`config.mk`:
```
export PLATFORM = sky130hd
export DESIGN_NAME = kf_frame_ctrl
export DESIGN_NICKNAME = d
export VERILOG_FILES = /design/src/rtl/kf_ctrl_pkg.sv /design/src/rtl/kf_byte_assembler.sv /design/src/rtl/kf_frame_ctrl.sv
export SDC_FILE = /design/constraint.sdc
export NUM_CORES = 1
export LEC_CHECK = 0
export CAP_MARGIN = 20
export CORE_AREA = 2 2 184 132
export DETAILED_ROUTE_END_ITERATION = 6
export DIE_AREA = 0 0 186 134
export PLACE_DENSITY_LB_ADDON = 0.12
export REMOVE_ABC_BUFFERS = 1
export SYNTH_ARGS = -nofsm -noshare
export SYNTH_HDL_FRONTEND = slang
export SYNTH_SLANG_ARGS = --single-unit
export TNS_END_PERCENT = 5
```
`constraint.sdc`:
```
create_clock -name clk -period 2.58 [get_ports clk]
set_input_delay 0.258 -clock clk [delete_from_list [all_inputs] [get_ports clk]]
set_output_delay 0.258 -clock clk [all_outputs]
set_load 0.005 [all_outputs]
```
`src/rtl/kf_ctrl_pkg.sv`:
```
// Shared types and defaults for the Kalman frame controller.
// Holds the FSM state enum, the sensor index enum, the default I2C addresses,
// the sample geometry and the address decode helper.
package kf_ctrl_pkg;

  localparam logic [6:0] DEF_ACC_ADDR  = 7'h78;
  localparam logic [6:0] DEF_GYRO_ADDR = 7'h79;
  localparam logic [6:0] DEF_MAG_ADDR  = 7'h7A;
  localparam int         DEF_NBYTES    = 6;
  localparam int         SAMPLE_W      = 48;

  typedef enum logic [1:0] {
    COLLECT = 2'd0,
    LAUNCH  = 2'd1,
    WAIT    = 2'd2,
    PUBLISH = 2'd3
  } kf_state_e;

  typedef enum logic [1:0] {
    ACC  = 2'd0,
    GYRO = 2'd1,
    MAG  = 2'd2,
    NONE = 2'd3
  } sensor_e;

  // Map a received 7-bit I2C address onto a sensor slot; anything else is NONE.
  function automatic sensor_e decode_addr(input logic [6:0] a,
                                          input logic [6:0] acc_a,
                                          input logic [6:0] gyro_a,
                                          input logic [6:0] mag_a);
    if (a == acc_a)  return ACC;
    if (a == gyro_a) return GYRO;
    if (a == mag_a)  return MAG;
    return NONE;
  endfunction

endpackage

```
`src/rtl/kf_byte_assembler.sv`:
```
// Byte assembler: decodes the I2C address, shifts MSB-first bytes into the
// staging register of the addressed sensor, and commits a sample (valid bit)
// when a transfer ends with exactly NBYTES bytes.
// len_err / ovr_err are registered one-cycle pulses.
// Event order inside one cycle: address, then byte, then transfer end.
// snap_clr clears every valid bit except one committed in the same cycle;
// a commit that coincides with snap_clr is not an overrun because the older
// sample is being consumed on that very edge.
module kf_byte_assembler
  import kf_ctrl_pkg::*;
#(
  parameter logic [6:0] ACC_ADDR  = DEF_ACC_ADDR,
  parameter logic [6:0] GYRO_ADDR = DEF_GYRO_ADDR,
  parameter logic [6:0] MAG_ADDR  = DEF_MAG_ADDR,
  parameter int         NBYTES    = DEF_NBYTES
) (
  input  logic                  clk,
  input  logic                  n_rst,
  input  logic                  addr_valid,
  input  logic [6:0]            addr,
  input  logic                  byte_valid,
  input  logic [7:0]            byte_data,
  input  logic                  xfer_end,
  input  logic                  snap_clr,
  output logic [2:0]            valid,
  output logic [NBYTES*8-1:0]   stg_acc,
  output logic [NBYTES*8-1:0]   stg_gyro,
  output logic [NBYTES*8-1:0]   stg_mag,
  output logic                  len_err,
  output logic                  ovr_err
);

  localparam int SW = NBYTES * 8;
  localparam int CW = $clog2(NBYTES + 1);
  localparam logic [CW-1:0] FULL = CW'(NBYTES);

  sensor_e         act_q, act_d;
  logic [CW-1:0]   cnt_q, cnt_d;
  logic            over_q, over_d;
  logic [SW-1:0]   stg_q [3];
  logic [SW-1:0]   stg_d [3];
  logic [2:0]      valid_q, valid_d;
  logic            len_err_q, len_err_d;
  logic            ovr_err_q, ovr_err_d;

  // Next-state for decode, byte shifting, commit and error detection.
  always_comb begin
    act_d     = act_q;
    cnt_d     = cnt_q;
    over_d    = over_q;
    stg_d     = stg_q;
    valid_d   = valid_q;
    len_err_d = 1'b0;
    ovr_err_d = 1'b0;

    if (addr_valid) begin
      // A new address while a transfer is only partly received drops it.
      if (act_q != NONE && cnt_q != '0 && cnt_q < FULL) len_err_d = 1'b1;
      act_d  = decode_addr(addr, ACC_ADDR, GYRO_ADDR, MAG_ADDR);
      cnt_d  = '0;
      over_d = 1'b0;
    end

    if (byte_valid && act_d != NONE) begin
      stg_d[act_d] = {stg_d[act_d][SW-9:0], byte_data};
      if (cnt_d == FULL) over_d = 1'b1;
      else               cnt_d  = cnt_d + CW'(1);
    end

    if (snap_clr) valid_d = 3'b000;

    if (xfer_end) begin
      if (act_d != NONE) begin
        if (cnt_d == FULL && !over_d) begin
          if (valid_q[act_d] && !snap_clr) ovr_err_d = 1'b1;
          valid_d[act_d] = 1'b1;
        end else begin
          len_err_d = 1'b1;
        end
      end
      act_d  = NONE;
      cnt_d  = '0;
      over_d = 1'b0;
    end
  end

  // Assembler state registers.
  always_ff @(posedge clk or negedge n_rst) begin
    if (!n_rst) begin
      act_q     <= NONE;
      cnt_q     <= '0;
      over_q    <= 1'b0;
      stg_q     <= '{default: '0};
      valid_q   <= 3'b000;
      len_err_q <= 1'b0;
      ovr_err_q <= 1'b0;
    end else begin
      act_q     <= act_d;
      cnt_q     <= cnt_d;
      over_q    <= over_d;
      stg_q     <= stg_d;
      valid_q   <= valid_d;
      len_err_q <= len_err_d;
      ovr_err_q <= ovr_err_d;
    end
  end

  assign valid    = valid_q;
  assign stg_acc  = stg_q[0];
  assign stg_gyro = stg_q[1];
  assign stg_mag  = stg_q[2];
  assign len_err  = len_err_q;
  assign ovr_err  = ovr_err_q;

endmodule

```
`src/rtl/kf_frame_ctrl.sv`:
```
// Kalman frame controller top.
// Collects three sensor samples through kf_byte_assembler, snapshots them once
// all are fresh, launches one filter iteration (kf_start / kf_done) and hands
// the result to the SPI buffer (res_load / res_ready).
// Optional macro KF_TIMEOUT_EN adds a kf_done watchdog of TIMEOUT_CYC cycles;
// without it WAIT holds indefinitely and to_err is tied to 0.
// Handshake: res_load stays high in PUBLISH and the transfer happens on the
// rising edge where res_load and res_ready are both 1.
module kf_frame_ctrl
  import kf_ctrl_pkg::*;
#(
  parameter logic [6:0] ACC_ADDR    = DEF_ACC_ADDR,
  parameter logic [6:0] GYRO_ADDR   = DEF_GYRO_ADDR,
  parameter logic [6:0] MAG_ADDR    = DEF_MAG_ADDR,
  parameter int         NBYTES      = DEF_NBYTES,
  parameter int         TIMEOUT_CYC = 4096
) (
  input  logic                  clk,
  input  logic                  n_rst,
  input  logic                  addr_valid,
  input  logic [6:0]            addr,
  input  logic                  byte_valid,
  input  logic [7:0]            byte_data,
  input  logic                  xfer_end,
  output logic                  kf_start,
  input  logic                  kf_done,
  output logic [NBYTES*8-1:0]   acc_out,
  output logic [NBYTES*8-1:0]   gyro_out,
  output logic [NBYTES*8-1:0]   mag_out,
  output logic                  res_load,
  input  logic                  res_ready,
  output logic                  len_err,
  output logic                  ovr_err,
  output logic                  to_err,
  output logic [15:0]           frame_cnt,
  output kf_state_e             dbg_state
);

  localparam int SW = NBYTES * 8;

  kf_state_e     state_q, state_d;
  logic [2:0]    valid;
  logic [SW-1:0] stg_acc, stg_gyro, stg_mag;
  logic [SW-1:0] acc_q, gyro_q, mag_q;
  logic [15:0]   frame_cnt_q;
  logic          snap;
  logic          publish;

  kf_byte_assembler #(
    .ACC_ADDR  (ACC_ADDR),
    .GYRO_ADDR (GYRO_ADDR),
    .MAG_ADDR  (MAG_ADDR),
    .NBYTES    (NBYTES)
  ) u_asm (
    .clk        (clk),
    .n_rst      (n_rst),
    .addr_valid (addr_valid),
    .addr       (addr),
    .byte_valid (byte_valid),
    .byte_data  (byte_data),
    .xfer_end   (xfer_end),
    .snap_clr   (snap),
    .valid      (valid),
    .stg_acc    (stg_acc),
    .stg_gyro   (stg_gyro),
    .stg_mag    (stg_mag),
    .len_err    (len_err),
    .ovr_err    (ovr_err)
  );

`ifdef KF_TIMEOUT_EN
  localparam logic [12:0] WD_LIMIT = 13'(TIMEOUT_CYC - 1);
  logic [12:0] wd_q, wd_d;
  logic        timeout;
  logic        to_err_q;
`endif

  // Next-state and decoded outputs of the frame sequencer.
  always_comb begin
    state_d  = state_q;
    snap     = 1'b0;
    publish  = 1'b0;
    kf_start = 1'b0;
    res_load = 1'b0;
`ifdef KF_TIMEOUT_EN
    timeout  = 1'b0;
`endif
    case (state_q)
      COLLECT: begin
        if (valid == 3'b111) begin
          state_d = LAUNCH;
          snap    = 1'b1;
        end
      end
      LAUNCH: begin
        kf_start = 1'b1;
        state_d  = WAIT;
      end
      WAIT: begin
        if (kf_done) begin
          state_d = PUBLISH;
        end
`ifdef KF_TIMEOUT_EN
        else if (wd_q == WD_LIMIT) begin
          timeout = 1'b1;
          state_d = COLLECT;
        end
`endif
      end
      PUBLISH: begin
        res_load = 1'b1;
        if (res_ready) begin
          state_d = COLLECT;
          publish = 1'b1;
        end
      end
      default: state_d = COLLECT;
    endcase
  end

  // FSM state register.
  always_ff @(posedge clk or negedge n_rst) begin
    if (!n_rst) state_q <= COLLECT;
    else        state_q <= state_d;
  end

  // Operand snapshot: held from launch until the next launch.
  always_ff @(posedge clk or negedge n_rst) begin
    if (!n_rst) begin
      acc_q  <= '0;
      gyro_q <= '0;
      mag_q  <= '0;
    end else if (snap) begin
      acc_q  <= stg_acc;
      gyro_q <= stg_gyro;
      mag_q  <= stg_mag;
    end
  end

  // Published-frame counter, wraps naturally at 16 bits.
  always_ff @(posedge clk or negedge n_rst) begin
    if (!n_rst)       frame_cnt_q <= 16'd0;
    else if (publish) frame_cnt_q <= frame_cnt_q + 16'd1;
  end

`ifdef KF_TIMEOUT_EN
  // Watchdog counts cycles spent in WAIT; it is zero on the first WAIT cycle.
  always_comb begin
    wd_d = (state_q == WAIT) ? wd_q + 13'd1 : 13'd0;
  end

  // Watchdog counter and registered timeout pulse.
  always_ff @(posedge clk or negedge n_rst) begin
    if (!n_rst) begin
      wd_q     <= 13'd0;
      to_err_q <= 1'b0;
    end else begin
      wd_q     <= wd_d;
      to_err_q <= timeout;
    end
  end

  assign to_err = to_err_q;
`else
  assign to_err = 1'b0;
`endif

  assign acc_out   = acc_q;
  assign gyro_out  = gyro_q;
  assign mag_out   = mag_q;
  assign frame_cnt = frame_cnt_q;
  assign dbg_state = state_q;

endmodule

```
* After elaboration in Yosys (flattened, before gate mapping) *
Index checks and enable logic that the tools add are counted.

word-level totals
  flip-flop bits (word level) = 317
  input port bits = 22
  output and inout bits = 167
  word-level logic and storage cells = 107

operators by class
  add/sub/neg operators = 2
  magnitude comparators = 5
  equality and inequality tests = 14
  muxes and demuxes = 58
  bitwise gates (word level) = 2
  reductions and logical operators = 12

operator list
  kind                   count
  $bwmux 144             1
  $bmux 48 s2            1
  $demux 48 s2           1
  $mux 40                2
  $mux 48                1
  $mux 1                 30
  $mux 3                 8
  $mux 2                 11
  $eq 7x7->1 const B     3
  $add 16x1->16 const B  1
  $ne 2x2->1 const B     5
  $eq 3x3->1 const B     3
  $pmux 2 s4             1
  $logic_and 1x1->1      7
  $eq 2x2->1 const B     2
  $add 3x1->3 const B    1
  $ge 3x3->1 const B     1
  $lt 2x3->1 const B     1
  $lt 3x1->1 const B     1
  $lt 3x3->1 const B     1
  $not 2->3              1
  $or 3x3->3             1
  $reduce_and 3->1       1
  $reduce_bool 3->1      1
  6 further kinds        7

* Logic depth before layout (Yosys ltp) *
  word-level depth = 20
  mapped depth = 9
  depth with buffers taken out = 8

* By module *
Synthesis repeated with hierarchy kept, for this count alone.

unflattened totals
  cells, all modules = 1172
  area, all modules = 12943.7 µm²

modules (own cells, without submodules)
  module             instances  cells an instance  area an instance (µm²)  seq. area each (µm²)
  kf_byte_assembler  1          480                6611.3                  3881.2
  kf_frame_ctrl      1          692                6332.3                  4053.9

* Worst setup path before layout *
OpenSTA, ideal clock, no wires.

  path type = reg2reg
  from = register state_q[0], in the netlist dbg_state[0]
  to = register acc_q[0], in the netlist acc_out[0]
  library setup time = 125 ps
  arrival = 1835 ps
  required time = 2455 ps
  path slack = 621 ps
  stages on the path, launching flop included = 7
  buffers on the path = 2
  clock period less this slack = 1959 ps
  cells stage by stage = dfrtp_1 inv_1 ha_1 nand4_1 buf_1 clkbuf_1 mux2_2

on the way
  longest elaborated chain between the ends = 2

ends and longest elaborated chain
  element                 line                  RTL
  from (decl)             kf_frame_ctrl.sv:41   kf_state_e state_q, state_d;
  from (signal assigned)  kf_frame_ctrl.sv:124  else state_q <= state_d;
  $logic_not 2->1         kf_frame_ctrl.sv:88   case (state_q)
  $mux 1                  kf_frame_ctrl.sv:88
  to (signal assigned)    kf_frame_ctrl.sv:134  acc_q <= stg_acc;
  to (decl)               kf_frame_ctrl.sv:44   logic [SW-1:0] acc_q, gyro_q, mag_q;

No other way between the ends.
A chain may end at the register's enable or synchronous reset.

* Final worst setup path *
  from = input addr_valid
  to = register u_asm.valid_q[0], in the netlist u_asm.valid[0]

on the way
  longest elaborated chain between the ends = 9
  elaborated cells between the ends (all ways) = 23
  those cells by class = 1 x add/sub; 2 x order compare; 3 x eq/ne; 12 x mux; 1 x bitwise; 4 x reduce/logical

ends and longest elaborated chain
  element                                                 line                      RTL
  from (decl)                                             kf_frame_ctrl.sv:20       input logic addr_valid,
  $mux 3 / $mux 2 (equally long branches)                 kf_byte_assembler.sv:56   if (addr_valid) begin
  $add 3x1->3, or another cell as far along               kf_byte_assembler.sv:67   else cnt_d = cnt_d + CW'(1);
  $mux 3, or another cell as far along                    kf_byte_assembler.sv:66   if (cnt_d == FULL) over_d = 1'b1;
  $mux 3, or another cell as far along                    kf_byte_assembler.sv:64   if (byte_valid && act_d != NONE) begin
  $eq 3x3->1, or another cell as far along                kf_byte_assembler.sv:74   if (cnt_d == FULL && !over_d) begin
  $logic_and 1x1->1 / $or 3x3->3 (equally long branches)  -
  $mux 3                                                  kf_byte_assembler.sv:74
  $mux 3 (*)                                              kf_byte_assembler.sv:73   if (act_d != NONE) begin
  $mux 3 (*)                                              kf_byte_assembler.sv:72   if (xfer_end) begin
  net u_asm.valid_d[0]                                    kf_byte_assembler.sv:42   logic [2:0] valid_q, valid_d;
  to (signal assigned)                                    kf_byte_assembler.sv:102  valid_q <= valid_d;
  to (decl)                                               kf_byte_assembler.sv:42

Mark *: on every way through the listed nets, which the timed path passes. The rest lies on a longest branch.

==> out/results.ini <==
[synth]
synth-seq-cells = 317
synth.area.top_cells = dfrtp_1 64%, mux2_2 23%, mux2_4 2.4%
yosys.area.top_type = dfrtp_1
synthCells = 766
yosysSeqAreaShare = 0.6469
ys_warn_count = 0
yosys_most_used_dff = dfrtp_1
yosysTopAreaCellShare = 0.6426
synth-async-reset-ratio = 1.000
syn_area_um2 = 12270
ys_types = 43
synth_edf_count = 0
synth.avg_cell_area_um2 = 16.01

[route]
drtAntennaViolNets = 0
wl_per_cell_um = 17.47
num_vias = 6802
drc = 0
routed_via_density = 5.220
first_pass_iters = 5
drt_wl_total_um = 22760
drtIter0Drc = 302

[power_and_ir_drop]
ir_drop_mv = 0.4269
p_seq_frac = 0.523
switchingPower_mw = 2.107
power_frac_comb = 0.056
leakagePower_nw = 7.736
p_clk_frac = 0.420
p_sw_frac = 0.2115
power_density_nw_per_um2 = 640.7
p_int_mw = 7.854

[critical_path]
worstPathRequired_ns = 3.01
worstSetupEndpointType = flip-flop
r2r_slack_ns = 0.49
reg2reg_to = u_asm.valid[0]
rr_worst_depth = 8
worstPathArrival_ns = 2.55
worst-setup-path-type = input port to flip-flop
crit-reg2reg-launch = u_asm.cnt_q[0]
cp_max_fo = 14
start_kind = input port

[finish]
utilization = 0.6693
antenna_cells = 0
fillers = 1597
areaGrowthSynthToFinish_pct = 26.73
nets = 994
drive_gt1_frac = 0.3442
finalNonFillerCells = 1303

[global_route]
track_usage = 0.1861
grt_busiest_layer = met2
grt_overflow = 0
grt_pass1_wl_um = 37360
use_met1 = 0.2676
antenna_found_initial = 0
grt_max_degree = 79
grt_util_met3 = 0.05159
grt_pass1_vias = 7126
met2_usage = 0.2836

[die]
die_h_um = 134
die-area_um2 = 24920
initial_core_util = 0.5281
coreArea_um2 = 23230
pin_count = 189
row_count = 47
die_w_um = 186

[timing]
fmax_mhz = 472.1
period_share = 0.8209
drv_slew = 0
fin_setup_tns_ns = 0
slew_headroom = 0.5830
finClkSkew_ns = 0.009744
setup_viol = 0
worst_pin_slew_ns = 0.6255
fin_crit_ns = 2.118
final_hold_viol_count = 0
rsz0062_at_grt = no

[cts]
cts_tree = done
cts_root_buf = clkbuf_16
post_cts_resized = 0
cts_buffers = 29
htreeDepth = 1
clk_pin_slew_ns = 0.07
clock-sinks = 317
cts_buffer_depth = 3
clk_latency_ns = 0.52

[run]
max-cap-violations = 0

[worst_hold_path]
hold_class = input port to async pin

[place]
port_buffers = 187
gp_congestion = 0.8243
dp.cells = 1251
hpwl_um = 15180

[status]
outcome = finished, final reports clean

==> metrics by stage <==
step | hold WS [ns] | total power [mW] | worst slack [ns] | instance area [µm²]
CTS | 0.3200 | 10.10 | 0.5205 | 15550
detailed placement | 0.2835 | 5.878 | 0.01145 | 14600
global placement | 0.2786 | 5.834 | 0.1160 | 14600
global route | 0.3510 | 10.36 | 0.2839 | 15550
finish | 0.3127 | 9.961 | 0.4620 | 15550
floorplan | -0.03759 | 5.495 | -3.828 | 12070
==> kinds of logic after synthesis <==
kind of cell	count (synthesis)	synth area share
AND/OR/NAND/NOR	72	0.03193
AO/OA/AOI/OAI	25	0.01428
adder cells (fa/ha/maj)	7	0.007140
other	1	0.0003057
flip-flops	317	0.6469
XOR/XNOR	15	0.01071
multiplexers	289	0.2714
buffers and inverters	40	0.01734
==> power groups by stage <==
| stage | clock network (mW) | logic (mW) | registers [mW] |
|---|---|---|---|
| floorplan | 0 | 0.215 | 5.28 |
| global placement | 0 | 0.541 | 5.29 |
| detailed placement | 0 | 0.574 | 5.30 |
| CTS | 4.30 | 0.578 | 5.21 |
| global route | 4.50 | 0.633 | 5.23 |
| finish | 4.19 | 0.561 | 5.21 |
==> cells in the final DEF (no fill, tap or decap), types with 4 or more instances in the layout <==
master             n
a21oi_1            6
xor2_1             4
nand3_1            7
nor2b_1            6
mux2_2           249
o21ai_0            7
clkinv_2           6
ha_1               7
clkbuf_1           7
xnor2_1           11
dfrtp_1          315
nor2_1             8
nand4_1            6
clkdlybuf4s50_1  186
buf_4              5
clkbuf_16         29
nand2_1           20
inv_1              5
mux2_4            20
clkbuf_8           7
buf_12            10
mux2_1            20
nor3_1             6
nand2b_1           4
==> layer usage <==
metal  share of wire  routed length, µm
met3           0.069               1573
met2            0.45              10310
met5               0                  0
met1            0.46              10420
met4           0.020                455
==> state kept, by name (all words and copies together) (netlist names), 2 cells and up <==
signal	count
gyro_out	48
u_asm.stg_acc	48
dbg_state	2
frame_cnt	16
u_asm.act_q	2
mag_out	48
acc_out	48
u_asm.valid	3
u_asm.cnt_q	3
u_asm.stg_mag	48
u_asm.stg_gyro	48
==> critical path: stages <==
cell	delay, ns
clkdlybuf4s50_1	0.47
buf_4	0.22
nor2b_1	0.26
ha_1	0.22
nand4b_1	0.11
nor3_1	0.06
o31ai_1	0.55
nand3_1	0.18
o21ai_0	0.22
==> synthesized netlist by cell type, types with 7 or more instances <==
| master | n |
|---|---|
| nand2_1 | 22 |
| xnor2_1 | 11 |
| dfrtp_1 | 315 |
| mux2_1 | 20 |
| ha_1 | 7 |
| nand3_1 | 7 |
| mux2_2 | 249 |
| o21ai_0 | 7 |
| buf_2 | 11 |
| mux2_4 | 20 |
| clkbuf_1 | 15 |
| nor2_1 | 8 |
==> repair_timing <==
action / CTS / global route
endpoints found under the setup margin: 0 / 0
hold endpoints to repair: 71 / 0
buffers inserted: 0 / 0
hold buffers: 1 / 0
==> area by class of cell <==
cell class / count / area, µm² / area share
clock buffer: 43 / 848.3 / 0.05457
clock inverter: 8 / 90.09 / 0.005795
inverter: 5 / 18.77 / 0.001207
multi-input combinational: 409 / 4131 / 0.2658
sequential: 317 / 7935 / 0.5104
tap: 318 / 397.9 / 0.02559
timing repair buffer: 203 / 2125 / 0.1367
==> how the worst max path moves through the flow <==
stage | slack (ns) | cells past startpoint | end | startpoint
final | 0.46 | 9 | u_asm.valid[0] | addr_valid
after global routing | 0.28 | 8 | u_asm.ovr_err | u_asm.cnt_q[0]
after CTS | 0.52 | 6 | u_asm.stg_acc[19] | u_asm.act_q[0]
after detailed placement | 0.01 | 10 | u_asm.valid[0] | addr_valid
after global placement | 0.12 | 9 | u_asm.len_err | addr_valid
after floorplan | -3.83 | 4 | acc_out[0] | dbg_state[0]
Power figures use the tool's default switching activity.
